### config.mk
export PLATFORM = sky130hd
export DESIGN_NAME = matrix_scan_reader
export DESIGN_NICKNAME = d
export VERILOG_FILES = /design/src/rtl/led_matrix_pkg.sv /design/src/rtl/scan_return_fifo.sv /design/src/rtl/matrix_scan_reader.sv
export SDC_FILE = /design/constraint.sdc
export NUM_CORES = 1
export LEC_CHECK = 0
export ABC_AREA = 1
export BUFFER_PORTS_ARGS = -buffer_cell sky130_fd_sc_hd__buf_2
export CAP_MARGIN = 15
export CORE_UTILIZATION = 60
export CTS_CLUSTER_DIAMETER = 30
export DETAILED_ROUTE_END_ITERATION = 7
export HOLD_SLACK_MARGIN = 0.02
export PLACE_DENSITY = 0.92
export SLEW_MARGIN = 20
export SYNTH_ARGS = -nofsm -noshare
export SYNTH_HDL_FRONTEND = slang
export SYNTH_SLANG_ARGS = --single-unit
### constraint.sdc
create_clock -name clk -period 3.5 [get_ports clk]
set_clock_uncertainty 0.15 [all_clocks]
set_input_delay 0 -clock clk [delete_from_list [all_inputs] [get_ports clk]]
set_output_delay 0 -clock clk [all_outputs]
set_load 0.005 [all_outputs]
### src/rtl/led_matrix_pkg.sv
`default_nettype none
// ============================================================================
// Package     : led_matrix_pkg
// Description : Shared definitions for the LED matrix framebuffer clients.
//               Default memory address/data widths and the scan FSM states.
// Revision    : 1.0 - initial release
// ============================================================================
package led_matrix_pkg;

  localparam int C_ADDRESS_WIDTH = 25;
  localparam int C_DATA_WIDTH    = 16;

  typedef enum logic [1:0] {
    IDLE  = 2'd0,
    FETCH = 2'd1,
    DRAIN = 2'd2
  } scan_state_t;

endpackage
`default_nettype wire

### src/rtl/scan_return_fifo.sv
`default_nettype none
// ============================================================================
// Module      : scan_return_fifo
// Description : First-word-fall-through synchronous FIFO for read returns.
//               pop_data always shows the head entry while empty==0.
//               Simultaneous push and pop is legal at any fill level.
// Ports       : clk, reset_n      clock / asynchronous active-low reset
//               push, push_data   write strobe and word
//               pop               remove head entry (ignored when empty)
//               pop_data          head entry
//               empty, full       status flags
//               occupancy         number of stored entries (0..DEPTH)
// Revision    : 1.0 - initial release
// ============================================================================
module scan_return_fifo #(
  parameter int WIDTH = 16,
  parameter int DEPTH = 8
) (
  input  logic                     clk,
  input  logic                     reset_n,
  input  logic                     push,
  input  logic [WIDTH-1:0]         push_data,
  input  logic                     pop,
  output logic [WIDTH-1:0]         pop_data,
  output logic                     empty,
  output logic                     full,
  output logic [$clog2(DEPTH):0]   occupancy
);

  localparam int PW = $clog2(DEPTH);
  localparam int CW = PW + 1;
  localparam logic [CW-1:0] C_DEPTH = CW'(DEPTH);

  logic [WIDTH-1:0] r_mem [DEPTH];
  logic [PW-1:0]    r_wr_ptr;
  logic [PW-1:0]    r_rd_ptr;
  logic [CW-1:0]    r_count;
  logic             w_pop_en;
  logic             w_push_en;

  assign empty     = (r_count == '0);
  assign full      = (r_count == C_DEPTH);
  assign occupancy = r_count;
  assign pop_data  = r_mem[r_rd_ptr];

  // A push into a full FIFO is only accepted when the head leaves the same cycle.
  assign w_pop_en  = pop && !empty;
  assign w_push_en = push && (!full || w_pop_en);

  // Storage needs no reset; entries are only observed once written.
  always_ff @(posedge clk) begin
    if (w_push_en) begin
      r_mem[r_wr_ptr] <= push_data;
    end
  end

  always_ff @(posedge clk or negedge reset_n) begin
    if (!reset_n) begin
      r_wr_ptr <= '0;
      r_rd_ptr <= '0;
      r_count  <= '0;
    end else begin
      if (w_push_en) begin
        r_wr_ptr <= r_wr_ptr + PW'(1);
      end
      if (w_pop_en) begin
        r_rd_ptr <= r_rd_ptr + PW'(1);
      end
      case ({w_push_en, w_pop_en})
        2'b10:   r_count <= r_count + CW'(1);
        2'b01:   r_count <= r_count - CW'(1);
        default: r_count <= r_count;
      endcase
    end
  end

endmodule
`default_nettype wire

### src/rtl/matrix_scan_reader.sv
`default_nettype none
// ============================================================================
// Module      : matrix_scan_reader
// Description : Read-side framebuffer client. Walks a ROWS x COLS raster
//               from a latched base address, issues credit-limited read
//               requests to the memory arbiter, buffers the in-order returns
//               and presents them as a tagged valid/ready pixel stream.
// Ports       : clk, reset_n               clock / async active-low reset
//               enable                     run frames back-to-back while high
//               frame_base                 word address of pixel (0,0)
//               mem_address, mem_wr,       read request to arbiter
//               mem_data_in_ready          (mem_wr tied 0)
//               mem_fifo_full              arbiter ingress full
//               mem_data_out(_ready)       read return data / strobe
//               pix_data, pix_valid,       pixel stream
//               pix_ready
//               pix_row, pix_eol, pix_eof  tags of the presented pixel
//               busy                       frame in progress
// Config      : FRAME_SWAP_EN adds frame_base_alt, swap_req and bank for
//               double-buffered frame switching at frame boundaries.
// Revision    : 1.0 - initial release
// ============================================================================
module matrix_scan_reader
  import led_matrix_pkg::*;
#(
  parameter int ADDRESS_WIDTH = C_ADDRESS_WIDTH,
  parameter int DATA_WIDTH    = C_DATA_WIDTH,
  parameter int ROWS          = 32,
  parameter int COLS          = 64,
  parameter int BUF_DEPTH     = 8
) (
  input  logic                     clk,
  input  logic                     reset_n,
  input  logic                     enable,
  input  logic [ADDRESS_WIDTH-1:0] frame_base,
  output logic [ADDRESS_WIDTH-1:0] mem_address,
  output logic                     mem_wr,
  output logic                     mem_data_in_ready,
  input  logic                     mem_fifo_full,
  input  logic [DATA_WIDTH-1:0]    mem_data_out,
  input  logic                     mem_data_out_ready,
  output logic [DATA_WIDTH-1:0]    pix_data,
  output logic                     pix_valid,
  input  logic                     pix_ready,
  output logic [$clog2(ROWS)-1:0]  pix_row,
  output logic                     pix_eol,
  output logic                     pix_eof,
  output logic                     busy
`ifdef FRAME_SWAP_EN
  ,
  input  logic [ADDRESS_WIDTH-1:0] frame_base_alt,
  input  logic                     swap_req,
  output logic                     bank
`endif
);

  localparam int RW  = $clog2(ROWS);
  localparam int CLW = $clog2(COLS);
  localparam int PW  = $clog2(BUF_DEPTH);
  localparam int CW  = PW + 1;
  localparam int CW1 = CW + 1;
  localparam int FW  = DATA_WIDTH + RW + 2;
  localparam logic [RW-1:0]  C_LAST_ROW = RW'(ROWS - 1);
  localparam logic [CLW-1:0] C_LAST_COL = CLW'(COLS - 1);
  localparam logic [CW:0]    C_CREDITS  = CW1'(BUF_DEPTH);

  scan_state_t r_state;
  scan_state_t w_state_next;

  logic [ADDRESS_WIDTH-1:0] r_addr;
  logic [ADDRESS_WIDTH-1:0] w_base;
  logic [RW-1:0]            r_req_row;
  logic [CLW-1:0]           r_req_col;
  logic [RW-1:0]            r_ret_row;
  logic [CLW-1:0]           r_ret_col;
  logic [CW-1:0]            r_outstanding;
  logic                     r_eof_done;

  logic          w_frame_start;
  logic          w_credit_ok;
  logic          w_accept;
  logic          w_last_req;
  logic          w_ret;
  logic          w_pop;
  logic          w_drain_done;
  logic          w_empty;
  logic          w_full;
  logic [CW-1:0] w_occupancy;
  logic [CW:0]   w_inflight;
  logic          w_ret_eol;
  logic          w_ret_eof;
  logic [FW-1:0] w_wr_word;
  logic [FW-1:0] w_rd_word;
  logic [FW-1:0] w_out_word;

  // --------------------------------------------------------------------------
  // Frame base selection
  // --------------------------------------------------------------------------
`ifdef FRAME_SWAP_EN
  logic r_bank;
  logic r_swap_pend;
  logic w_bank_next;

  // A request seen on the frame-start cycle itself is honoured immediately.
  assign w_bank_next = r_bank ^ (r_swap_pend | swap_req);
  assign w_base      = w_bank_next ? frame_base_alt : frame_base;
  assign bank        = r_bank;

  always_ff @(posedge clk or negedge reset_n) begin
    if (!reset_n) begin
      r_bank      <= 1'b0;
      r_swap_pend <= 1'b0;
    end else if (w_frame_start) begin
      r_bank      <= w_bank_next;
      r_swap_pend <= 1'b0;
    end else if (swap_req) begin
      r_swap_pend <= 1'b1;
    end
  end
`else
  assign w_base = frame_base;
`endif

  // --------------------------------------------------------------------------
  // Credit and handshake terms
  // --------------------------------------------------------------------------
  // Every accepted request owns a buffer slot until it is popped, so the
  // buffer can never overflow regardless of arbiter return timing.
  assign w_inflight   = {1'b0, r_outstanding} + {1'b0, w_occupancy};
  assign w_credit_ok  = (w_inflight < C_CREDITS);
  assign w_accept     = mem_data_in_ready && !mem_fifo_full;
  assign w_last_req   = (r_req_row == C_LAST_ROW) && (r_req_col == C_LAST_COL);
  // Returns with nothing outstanding are stale (e.g. issued before a reset).
  assign w_ret        = mem_data_out_ready && (r_outstanding != '0);
  assign w_pop        = !w_empty && pix_ready;
  assign w_drain_done = (r_outstanding == '0) && w_empty && r_eof_done;

  // --------------------------------------------------------------------------
  // Scan FSM
  // --------------------------------------------------------------------------
  always_ff @(posedge clk or negedge reset_n) begin
    if (!reset_n) begin
      r_state <= IDLE;
    end else begin
      r_state <= w_state_next;
    end
  end

  always_comb begin
    w_state_next      = r_state;
    w_frame_start     = 1'b0;
    mem_data_in_ready = 1'b0;
    case (r_state)
      IDLE: begin
        if (enable) begin
          w_state_next  = FETCH;
          w_frame_start = 1'b1;
        end
      end
      FETCH: begin
        mem_data_in_ready = w_credit_ok;
        if (w_credit_ok && !mem_fifo_full && w_last_req) begin
          w_state_next = DRAIN;
        end
      end
      DRAIN: begin
        if (w_drain_done) begin
          if (enable) begin
            w_state_next  = FETCH;
            w_frame_start = 1'b1;
          end else begin
            w_state_next  = IDLE;
          end
        end
      end
      default: w_state_next = IDLE;
    endcase
  end

  // --------------------------------------------------------------------------
  // Request side: address walks linearly because the raster is contiguous
  // --------------------------------------------------------------------------
  always_ff @(posedge clk or negedge reset_n) begin
    if (!reset_n) begin
      r_addr    <= '0;
      r_req_row <= '0;
      r_req_col <= '0;
    end else if (w_frame_start) begin
      r_addr    <= w_base;
      r_req_row <= '0;
      r_req_col <= '0;
    end else if (w_accept) begin
      r_addr <= r_addr + ADDRESS_WIDTH'(1);
      if (r_req_col == C_LAST_COL) begin
        r_req_col <= '0;
        r_req_row <= (r_req_row == C_LAST_ROW) ? '0 : r_req_row + RW'(1);
      end else begin
        r_req_col <= r_req_col + CLW'(1);
      end
    end
  end

  always_ff @(posedge clk or negedge reset_n) begin
    if (!reset_n) begin
      r_outstanding <= '0;
    end else begin
      case ({w_accept, w_ret})
        2'b10:   r_outstanding <= r_outstanding + CW'(1);
        2'b01:   r_outstanding <= r_outstanding - CW'(1);
        default: r_outstanding <= r_outstanding;
      endcase
    end
  end

  // --------------------------------------------------------------------------
  // Return side: tag counters mirror the request walk (returns are in order)
  // --------------------------------------------------------------------------
  assign w_ret_eol = (r_ret_col == C_LAST_COL);
  assign w_ret_eof = w_ret_eol && (r_ret_row == C_LAST_ROW);
  assign w_wr_word = {mem_data_out, r_ret_row, w_ret_eol, w_ret_eof};

  always_ff @(posedge clk or negedge reset_n) begin
    if (!reset_n) begin
      r_ret_row <= '0;
      r_ret_col <= '0;
    end else if (w_frame_start) begin
      r_ret_row <= '0;
      r_ret_col <= '0;
    end else if (w_ret) begin
      if (w_ret_eol) begin
        r_ret_col <= '0;
        r_ret_row <= (r_ret_row == C_LAST_ROW) ? '0 : r_ret_row + RW'(1);
      end else begin
        r_ret_col <= r_ret_col + CLW'(1);
      end
    end
  end

  scan_return_fifo #(
    .WIDTH (FW),
    .DEPTH (BUF_DEPTH)
  ) u_return_fifo (
    .clk       (clk),
    .reset_n   (reset_n),
    .push      (w_ret),
    .push_data (w_wr_word),
    .pop       (w_pop),
    .pop_data  (w_rd_word),
    .empty     (w_empty),
    .full      (w_full),
    .occupancy (w_occupancy)
  );

  always_ff @(posedge clk or negedge reset_n) begin
    if (!reset_n) begin
      r_eof_done <= 1'b0;
    end else if (w_frame_start) begin
      r_eof_done <= 1'b0;
    end else if (w_pop && w_out_word[0]) begin
      r_eof_done <= 1'b1;
    end
  end

  // --------------------------------------------------------------------------
  // Outputs: forced to zero while nothing is buffered
  // --------------------------------------------------------------------------
  assign w_out_word  = w_empty ? '0 : w_rd_word;
  assign pix_valid   = !w_empty;
  assign pix_data    = w_out_word[FW-1 -: DATA_WIDTH];
  assign pix_row     = w_out_word[RW+1:2];
  assign pix_eol     = w_out_word[1];
  assign pix_eof     = w_out_word[0];
  assign mem_address = r_addr;
  assign mem_wr      = 1'b0;
  assign busy        = (r_state != IDLE);

  ovf_check : assert property (@(posedge clk) disable iff (!reset_n)
                               !(w_ret && w_full && !w_pop))
    else $error("matrix_scan_reader: return buffer overflow");

endmodule
`default_nettype wire

==> metrics.txt, run 1 <==
ant diodes 0; final WL 30440 um; setup tns final 0 ns; Synth Register Bits 248; gr usage total 0.3152; Final Util 0.7515; Mapped Cells 1173; Startpoint Class flip-flop; Total Die Area 0.01952 sq mm; top-area cell type share of the netlist area 0.4854; Synth area leaders edfxtp_1, dfrtp_1, nand2_1; root buffer cell clkbuf_16; most frequent cells in the layout nand2_1, nor2_1, edfxtp_1; final max-slew violation count 0; Area growth syn-to-layout 23.10%; maximum VDD drop 0.0005073 V; CTS H-Tree Depth 2; Worst setup EP type output pin; most common cell after layout, fill and taps aside nand2_1; grt ovf 0; number of global-route vias before repair 9484; vias per cell 5.922; Die W 139.7 um; worst slew pin tran 0.9725 ns; TritonRoute pass-1 iters 6; DRT iter0 DRCs 972; Syn Area/Cell 9.703 sq um; Setup CP Type flip-flop to output pin; Hold Vio Cnt, Final 0; drt wl/cell 19.06 um; final cell count without fillers 1597; WP data arrival 2.87 ns; DIE HEIGHT 139.7 um; Post-synth EDFFs 184; DR vias 9458; TritonCTS Sinks 248; Synth Net Count 1238; Slew HR 0.3517; Netlist Area Pre-Place 0.01138 sq mm; Placed Instances 1473; Seq/Total Area, Yosys 0.6261; power density over cell area 891.1 mW/mm^2; core box area 0.01864 sq mm; Most used DFF post-synth edfxtp_1; met1 GRT Util 0.3640; met2 Use GR 0.5663; post-CTS sizing 0; Max Fclk 331.2 MHz; global-route wire length before repair 47670 um; # IOs 99; area leader, netlist edfxtp_1; Yosys cell types 38; antenna viol nets, final 0; minimum clock period 3.019 ns; largest net degree at the start of global routing 94; Starting Density 0.6105; CTS buffer count 41; number of antenna violations at the first check in global routing 0; busiest grt layer met2; placer congestion estimate 0.9932; Yosys warning total 0; status completed; fin crit share 0.8626; Skew-Pair Late Insertion Delay 0.51 ns; DRC Markers 0; Total Nets Final 1397; Overall Power 0.01249 W; Bufs on Longest Clock Path 3; RSZ-0062 raised after global routing false; worst min path class input port to flip-flop; Hold WS 0.1480 ns; layout cell share with drive strength beyond 1 0.1592; CTS tree yes; PortBufs 97; row cnt 50; static leakage 5.762 nW; Reg clk slew, reported paths 0.06 ns; max cap viols 0; detailed placer's ending HPWL 16510 um; setup violators final 0; worst-path fanout max 48; met3 track demand over resource 0.06091; async set-reset flop share out of synthesis 0.2581; critical path required time 3.35 ns
-- power by group --
| group | switching [W] | internal (W) |
|---|---|---|
| registers | 0.000533 | 0.00382 |
| logic | 0.00276 | 0.00147 |
| clock network | 0.00147 | 0.00243 |
-- Yosys cell counts, types with 6 or more instances --
| library cell | number |
|---|---|
| nor2_1 | 240 |
| xor2_1 | 13 |
| a21oi_1 | 9 |
| nand3_1 | 54 |
| ha_1 | 17 |
| dfrtp_1 | 64 |
| clkbuf_1 | 25 |
| buf_2 | 14 |
| xnor2_1 | 9 |
| edfxtp_1 | 184 |
| o21ai_0 | 147 |
| nand2_1 | 252 |
| nand3b_1 | 8 |
| buf_1 | 6 |
| a31oi_1 | 23 |
| inv_1 | 59 |
-- worst max-delay path: stages, from the launching register on --
cell	delay (ns)
dfrtp_2	0.67
buf_4	0.56
o21ai_0	0.24
o21ai_0	0.31
o21ai_0	0.17
a31oi_1	0.22
buf_2	0.15
-- final timing paths --
path / slack, ns / depth (start not counted) / end / start
min reg2reg: 0.34 / 1 / r_state[1]$_DFFE_PN0P_ / r_state[0]$_DFFE_PN0P_
min in group asynchronous: 0.42 / 4 / r_ret_col[0]$_DFFE_PN0P_ / reset_n
max in group asynchronous: 2.47 / 4 / mem_address[0]$_DFFE_PN0P_ / reset_n
max reg2reg: 0.49 / 8 / mem_address[15]$_DFFE_PN0P_ / u_return_fifo.occupancy[0]$_DFFE_PN0P_
max: 0.48 / 6 / pix_data[12] / u_return_fifo.r_rd_ptr[1]$_DFFE_PN0P_
min: 0.15 / 2 / u_return_fifo.r_mem[1][21]$_DFFE_PP_ / mem_data_out[14]
-- routing by layer --
| layer | vias up | wire, um |
|---|---|---|
| met3 | 103 | 2876 |
| met2 | 632 | 15540 |
| li1 | 4283 | - |
| met4 | 0 | 1159 |
| met5 | - | 0 |
| met1 | 4440 | 10860 |
-- final cells by class --
class                      count  area [sq um]
fill                        1082          4632
sequential                   248          7129
multi-input combinational    810          3804
tap                          234         292.8
clock inverter                32         322.8
clock buffer                  42          1030
timing repair buffer         166          1189
inverter                      65         244.0
-- state kept, by name, indices dropped and copies added, names as in the netlist --
signal                   cells
u_return_fifo.occupancy      4
u_return_fifo.r_mem        184
r_req_row                    5
r_ret_col                    6
u_return_fifo.r_wr_ptr       3
mem_address                 25
r_state                      2
r_ret_row                    5
r_req_col                    6
u_return_fifo.r_rd_ptr       3
r_outstanding                4
r_eof_done                   1
-- cell families after synthesis --
logic type | count (synthesis) | share of synthesized area
xor+xnor | 22 | 0.01693
compound gates | 195 | 0.09212
flops | 248 | 0.6261
simple gates | 574 | 0.2026
other cells | 1 | 0.0003295
fa+ha+maj | 18 | 0.02045
buf+inv | 115 | 0.04144
-- per-stage QoR --
step                      setup slack [ns]  cell area (sq um)
after detailed placement            0.6600              12150
final                               0.4811              14010
after floorplan                     0.7435              11380
after global routing                0.3641              14010
after CTS                           0.5807              14010
after global placement              0.8219              12150
-- timing repair --
action / in CTS / in global routing
setup endpoints to repair: 0 / 0
buffers inserted: 0 / 0
endpoints found under the hold margin: 233 / 0
hold buffers: 50 / 0
Note: power is estimated with default switching activity, not from simulation.
==> inputs of run 2 (changes only) <==
--- a/config.mk
+++ b/config.mk
@@ -8,11 +8,12 @@
 export ABC_AREA = 1
 export BUFFER_PORTS_ARGS = -buffer_cell sky130_fd_sc_hd__buf_2
 export CAP_MARGIN = 15
-export CORE_UTILIZATION = 60
+export CORE_UTILIZATION = 54
+export CTS_BUF_LIST = sky130_fd_sc_hd__clkbuf_16
 export CTS_CLUSTER_DIAMETER = 30
 export DETAILED_ROUTE_END_ITERATION = 7
 export HOLD_SLACK_MARGIN = 0.02
-export PLACE_DENSITY = 0.92
+export PLACE_DENSITY = 0.88
 export SLEW_MARGIN = 20
 export SYNTH_ARGS = -nofsm -noshare
 export SYNTH_HDL_FRONTEND = slang
==> constraint.sdc (replaced) <==
create_clock -name clk -period 2.5 [get_ports clk]
set_clock_uncertainty 0.15 [all_clocks]
set_input_delay 0 -clock clk [delete_from_list [all_inputs] [get_ports clk]]
set_output_delay 0 -clock clk [all_outputs]
set_load 0.005 [all_outputs]
==> metrics.txt, run 2 (same netlist as run 1, synthesis figures left out) <==
status completed; Clk pwr share 0.305; Die W 147.2 um; CTS buffer count 42; antenna viol nets, final 0; critical path required time 2.35 ns; fin crit share 0.9763; Max Fclk 409.7 MHz; Placement Setup Slack 0.1024 ns; row cnt 52; Hold Vio Cnt, Final 0; minimum clock period 2.441 ns; Comb pwr share 0.347; layout cell share with drive strength beyond 1 0.1611; worst slew pin tran 0.6189 ns; internal power 0.01091 W; busiest grt layer met2; DRT iter0 DRCs 1005; met3 track demand over resource 0.05031; Startpoint Class flip-flop; final instance area 0.01417 sq mm; setup tns final 0 ns; Hold Path Sink u_return_fifo.r_mem[7][9]$_DFFE_PP_; Reg clk slew, reported paths 0.05 ns; DIE HEIGHT 147.2 um; number of global-route vias before repair 9541; grt ovf 0; Sw Ratio 0.3733; final WL 29280 um; detailed placer's ending HPWL 16190 um; TritonCTS Sinks 248; hold path startpoint mem_data_out[2]; Skew-Pair Late Insertion Delay 0.53 ns; DR vias 9507; max cap viols 0; static leakage 5.849 nW; Total Nets Final 1411; final worst setup slack 0.05931 ns; placer congestion estimate 1.010; Worst setup EP type output pin; PortBufs 97; final max-slew violation count 0; Setup CP Type flip-flop to output pin; most frequent cells in the layout nand2_1, nor2_1, edfxtp_1; Total Die Area 0.02166 sq mm; flop-to-flop setup slack 0.14 ns; CTS tree yes; Psw 0.006497 W; met2 Use GR 0.4825; RSZ-0062 raised after global routing true; met1 GRT Util 0.3240; gr usage total 0.2750; setup violators final 0; Slew HR 0.5869; worst min path class input port to flip-flop; Largest register FFs 184; most flop-heavy register u_return_fifo.r_mem; WP data arrival 2.29 ns; core box area 0.02043 sq mm; Bufs on Longest Clock Path 3; reg2reg start r_outstanding[0]$_DFFE_PN0P_; cell count of the worst hold path 2; worst-path fanout max 32; vias per cell 5.769; CTS H-Tree Depth 2; ant diodes 0; Final Util 0.6936; most common cell after layout, fill and taps aside nand2_1; global-route wire length before repair 46780 um; Area growth syn-to-layout 24.49%; Seq pwr share 0.348; drt wl/cell 17.77 um; Starting Density 0.5571; Multi-input gate area 0.003814 sq mm; R2R depth 8; root buffer cell clkbuf_16; # IOs 99; Fill cells 1325; register area 0.007131 sq mm; power density over cell area 1228 mW/mm^2; DRC Markers 0; reg2reg end r_req_row[3]$_DFFE_PN0P_; number of antenna violations at the first check in global routing 0; Hold WS 0.1294 ns; TritonRoute pass-1 iters 6; largest net degree at the start of global routing 65; maximum VDD drop 0.0007179 V; placed inst area 0.01231 sq mm
run 2: cell types whose count changed in the layout (fill, tap and decap cells not counted), moves of 4 or more:
cell | before | now
buf_4 | 15 | 21
clkinv_2 | 6 | 12
clkinv_4 | 5 | 1
inv_1 | 58 | 67
inv_6 | 7 | 0
inv_8 | 5 | 0
run 2: power by group through the flow:
stage | Combinational [W] | Clock, W | Sequential [W]
global route | 0.00672 | 0.00553 | 0.00612
CTS | 0.00592 | 0.00533 | 0.00600
global placement | 0.00537 | 0 | 0.00600
detailed placement | 0.00565 | 0 | 0.00605
floorplan | 0.00378 | 0 | 0.00589
finish | 0.00605 | 0.00531 | 0.00605
run 2: final cells by class:
type                            instances  share of cell area
Inverter                               65             0.01731
Timing Repair Buffer                  179             0.09360
Tap cell                              270             0.02384
Clock inverter                         34             0.01872
Sequential cell                       248              0.5032
Multi-Input combinational cell        810              0.2691
Clock buffer                           42             0.07417
run 2: what timing repair did:
action / CTS / global route
resized for setup: 1 / 7
setup buffers: 0 / 0
endpoints found under the setup margin: 12 / 8
hold buffers: 52 / 0
hold endpoints to repair: 237 / 0
run 2: worst max-delay path: stages (launching register included):
cell	delay [ns]
dfrtp_2	0.44
buf_6	0.20
nor2_1	0.17
nor2_1	0.07
o21ai_0	0.12
o21ai_0	0.17
o21ai_0	0.34
a31oi_1	0.09
buf_2	0.15
run 2: metrics by stage:
stage               cells  power, W
global route         1648   0.01837
detailed placement   1520   0.01170
global placement     1520   0.01138
finish               1648   0.01741
floorplan            1173  0.009677
CTS                  1648   0.01725
run 2: routing by layer:
layer  wire length, um  vias to the layer above
met1             10560                     4496
met2             14920                      597
met3              2693                      109
met5                 0                        -
met4              1113                        0
li1                  -                     4305
run 2: worst max-delay path by stage:
stage / endpoint / startpoint / slack (ns)
3_5_place_dp: r_outstanding[3]$_DFFE_PN0P_ / u_return_fifo.occupancy[3]$_DFFE_PN0P_ / 0.10
6_report: pix_row[2] / u_return_fifo.r_rd_ptr[0]$_DFFE_PN0P_ / 0.06
4_1_cts: r_outstanding[3]$_DFFE_PN0P_ / u_return_fifo.occupancy[3]$_DFFE_PN0P_ / 0.009
2_1_floorplan: u_return_fifo.r_mem[0][0]$_DFFE_PP_ / r_outstanding[0]$_DFFE_PN0P_ / -0.26
5_1_grt: r_req_row[3]$_DFFE_PN0P_ / r_outstanding[0]$_DFFE_PN0P_ / -0.006
3_3_place_gp: r_outstanding[3]$_DFFE_PN0P_ / u_return_fifo.occupancy[3]$_DFFE_PN0P_ / 0.23
==> inputs of run 3 (changes only) <==
--- a/config.mk
+++ b/config.mk
@@ -7,7 +7,6 @@
 export LEC_CHECK = 0
 export ABC_AREA = 1
 export BUFFER_PORTS_ARGS = -buffer_cell sky130_fd_sc_hd__buf_2
-export CAP_MARGIN = 15
 export CORE_UTILIZATION = 54
 export CTS_BUF_LIST = sky130_fd_sc_hd__clkbuf_16
 export CTS_CLUSTER_DIAMETER = 30
@@ -17,4 +16,5 @@
 export SLEW_MARGIN = 20
 export SYNTH_ARGS = -nofsm -noshare
 export SYNTH_HDL_FRONTEND = slang
+export SYNTH_HIERARCHICAL = 1
 export SYNTH_SLANG_ARGS = --single-unit
==> metrics.txt, run 3 <==
internal power 0.01157 W; global-route wire length before repair 47130 um; Hold Vio Cnt, Final 0; number of antenna violations at the first check in global routing 0; final WL 30580 um; power density over cell area 1273 mW/mm^2; DRC Markers 0; Yosys warning total 6; R2R depth 9; detailed placer's ending HPWL 16050 um; Mapped Cells 1200; Largest register FFs 184; Synth Net Count 1265; gr usage total 0.2724; Setup CP Type flip-flop to output pin; Worst setup EP type output pin; row cnt 53; Worst path slowest cell dfrtp_2; CTS tree yes; DRT iter0 DRCs 912; layout cell share with drive strength beyond 1 0.1820; Total Nets Final 1441; Seq pwr share 0.330; Skew-Pair Late Insertion Delay 0.56 ns; Psw 0.007165 W; static leakage 6.296 nW; minimum clock period 2.464 ns; Placed Instances 1552; TritonCTS Sinks 248; Starting Density 0.5557; most frequent cells in the layout nand2_1, edfxtp_1, nor2_1; most common cell after layout, fill and taps aside nand2_1; Area growth syn-to-layout 25.16%; Die W 149.6 um; Bufs on Longest Clock Path 3; Fill cells 1387; critical path required time 2.35 ns; flop-to-flop setup slack 0.06 ns; final cell count without fillers 1687; Startpoint Class flip-flop; number of global-route vias before repair 9581; placer congestion estimate 0.9179; status completed; hold path startpoint mem_data_out[8]; Seq/Total Area, Yosys 0.6062; TritonRoute pass-1 iters 6; Slew HR 0.5840; setup tns final 0 ns; Netlist Area Pre-Place 0.01176 sq mm; Reg clk slew, reported paths 0.05 ns; ordered list of cells on the worst path clkinv_2 > buf_12 > nor2_1 > o21ai_1 > nand2_1 > nand2_1 > inv_1 > nor2_1 > buf_2; root buffer cell clkbuf_16; top cells by instance count after synthesis nand2_1, edfxtp_1, nor2_1; CTS H-Tree Depth 2; worst slew pin tran 0.6217 ns; worst min path class input port to flip-flop; vias per cell 5.710; CTS buffer count 45; core box area 0.02115 sq mm; ant diodes 0; grt ovf 0; most flop-heavy register u_return_fifo/r_mem; async set-reset flop share out of synthesis 0.2581; reg2reg end r_outstanding[2]$_DFFE_PN0P_; # IOs 99; Yosys cell types 43; worst-path fanout max 29; Post-synth EDFFs 184; final max-slew violation count 0; Synth Register Bits 248; Max Fclk 405.9 MHz; Most used DFF post-synth edfxtp_1; Syn Area/Cell 9.797 sq um; Hold Path Sink u_return_fifo/r_mem[0][15]$_DFFE_PP_; Synth area leaders edfxtp_1, dfrtp_1, nand2_1; Crit path largest cell delay 0.47 ns; Clk pwr share 0.311; reg2reg start u_return_fifo/occupancy[3]$_DFFE_PN0P_; max cap viols 0; largest net degree at the start of global routing 94; count leader, synth nand2_1; Comb pwr share 0.359; antenna viol nets, final 0; PortBufs 97; setup violators final 0; DR vias 9632; RSZ-0062 raised after global routing true; DIE HEIGHT 149.6 um; cell count of the worst hold path 2; area leader, netlist edfxtp_1; fin crit share 0.9855; top-area cell type share of the netlist area 0.4700; WP data arrival 2.31 ns; Sw Ratio 0.3824; drt wl/cell 18.13 um; maximum VDD drop 0.0007828 V; Total Die Area 0.02237 sq mm
[run 3: cell types whose count changed after synthesis, moves of 18 or more]
cell      previous run  this run
inv_1               59        91
o21ai_1              5        50
nand3_1             54        73
nand2_1            252       289
nor2_1             240       180
clkbuf_1            25         7
a31oi_1             23         0
o21ai_0            147        69
o22ai_1              1        24
mux2i_1              0        23
[run 3: area by class of cell]
cell class,count,area [sq um],share of cell area
flip-flops and latches,248,7133,0.4848
clock inverters,38,345.3,0.02347
repair buffers,179,1386,0.09422
inverters,95,357.8,0.02432
well taps,275,344.1,0.02338
multi-input cells,807,4021,0.2733
clock buffers,45,1126,0.07653
[run 3: metal layers]
metal,vias up,GRT usage,part of all wire
li1,4405,-,-
met1,4557,0.3167,0.37
met2,562,0.4852,0.51
met3,108,0.05183,0.082
met4,0,0.1245,0.035
met5,-,0,0
[run 3: cell families (layout without fill, tap and decap cells)]
family / Yosys count / after routing / synth area share
compound gates: 161 / 161 / 0.07429
xor+xnor: 12 / 12 / 0.008941
fa+ha+maj: 18 / 18 / 0.01980
buf+inv: 145 / 357 / 0.06088
flops: 248 / 248 / 0.6062
mux: 24 / 24 / 0.02054
other cells: 1 / 1 / 0.0003190
simple gates: 591 / 591 / 0.2090
[run 3: power groups by stage]
stage	logic [W]	clock network (W)	registers, W
final	0.00673	0.00583	0.00618
after global routing	0.00745	0.00608	0.00625
after CTS	0.00645	0.00584	0.00614
after detailed placement	0.00616	0	0.00623
after global placement	0.00590	0	0.00615
after floorplan	0.00453	0	0.00596
[run 3: worst max-delay path by stage]
stage	depth (start not counted)	slack (ns)	endpoint	startpoint
3_5_place_dp	9	0.10	r_outstanding[2]$_DFFE_PN0P_	u_return_fifo/occupancy[3]$_DFFE_PN0P_
4_1_cts	9	0.04	pix_row[0]	u_return_fifo/r_rd_ptr[0]$_DFFE_PN0N_
6_report	9	0.04	pix_row[0]	u_return_fifo/r_rd_ptr[0]$_DFFE_PN0N_
5_1_grt	9	-0.06	r_outstanding[2]$_DFFE_PN0P_	u_return_fifo/occupancy[3]$_DFFE_PN0P_
3_3_place_gp	9	0.18	r_outstanding[2]$_DFFE_PN0P_	u_return_fifo/occupancy[3]$_DFFE_PN0P_
2_1_floorplan	9	-0.10	u_return_fifo/r_mem[1][0]$_DFFE_PP_	u_return_fifo/occupancy[0]$_DFFE_PN0P_
[run 3: worst max-delay path, delay by kind of cell (launching register included)]
kind | cells | cell delay (ns)
buffers and inverters | 4 | 0.71
AOI/OAI and AO/OA | 1 | 0.15
DFF | 1 | 0.47
and+or+nand+nor | 4 | 0.45
[run 3: per-stage QoR]
stage          utilization  instance area, sq um  setup WS, ns  total power (W)  hold slack (ns)
3_3_place_gp        0.5994                 12680        0.1779          0.01206         -0.09593
5_1_grt             0.6956                 14710      -0.05737          0.01977           0.1371
2_1_floorplan            -                 11840       -0.1026          0.01049          -0.4456
4_1_cts             0.6925                 14650       0.04324          0.01842          0.09014
3_5_place_dp        0.5994                 12680        0.1025          0.01239          -0.1037
6_report            0.6956                 14710       0.03619          0.01874           0.1045
[run 3: repair_timing]
| action | 4_1_cts | 5_1_grt |
|---|---|---|
| hold buffers | 48 | 0 |
| resized for setup | 1 | 8 |
| setup endpoints to repair | 9 | 9 |
| setup buffers | 1 | 2 |
| cloned | 0 | 1 |
| endpoints found under the hold margin | 241 | 0 |
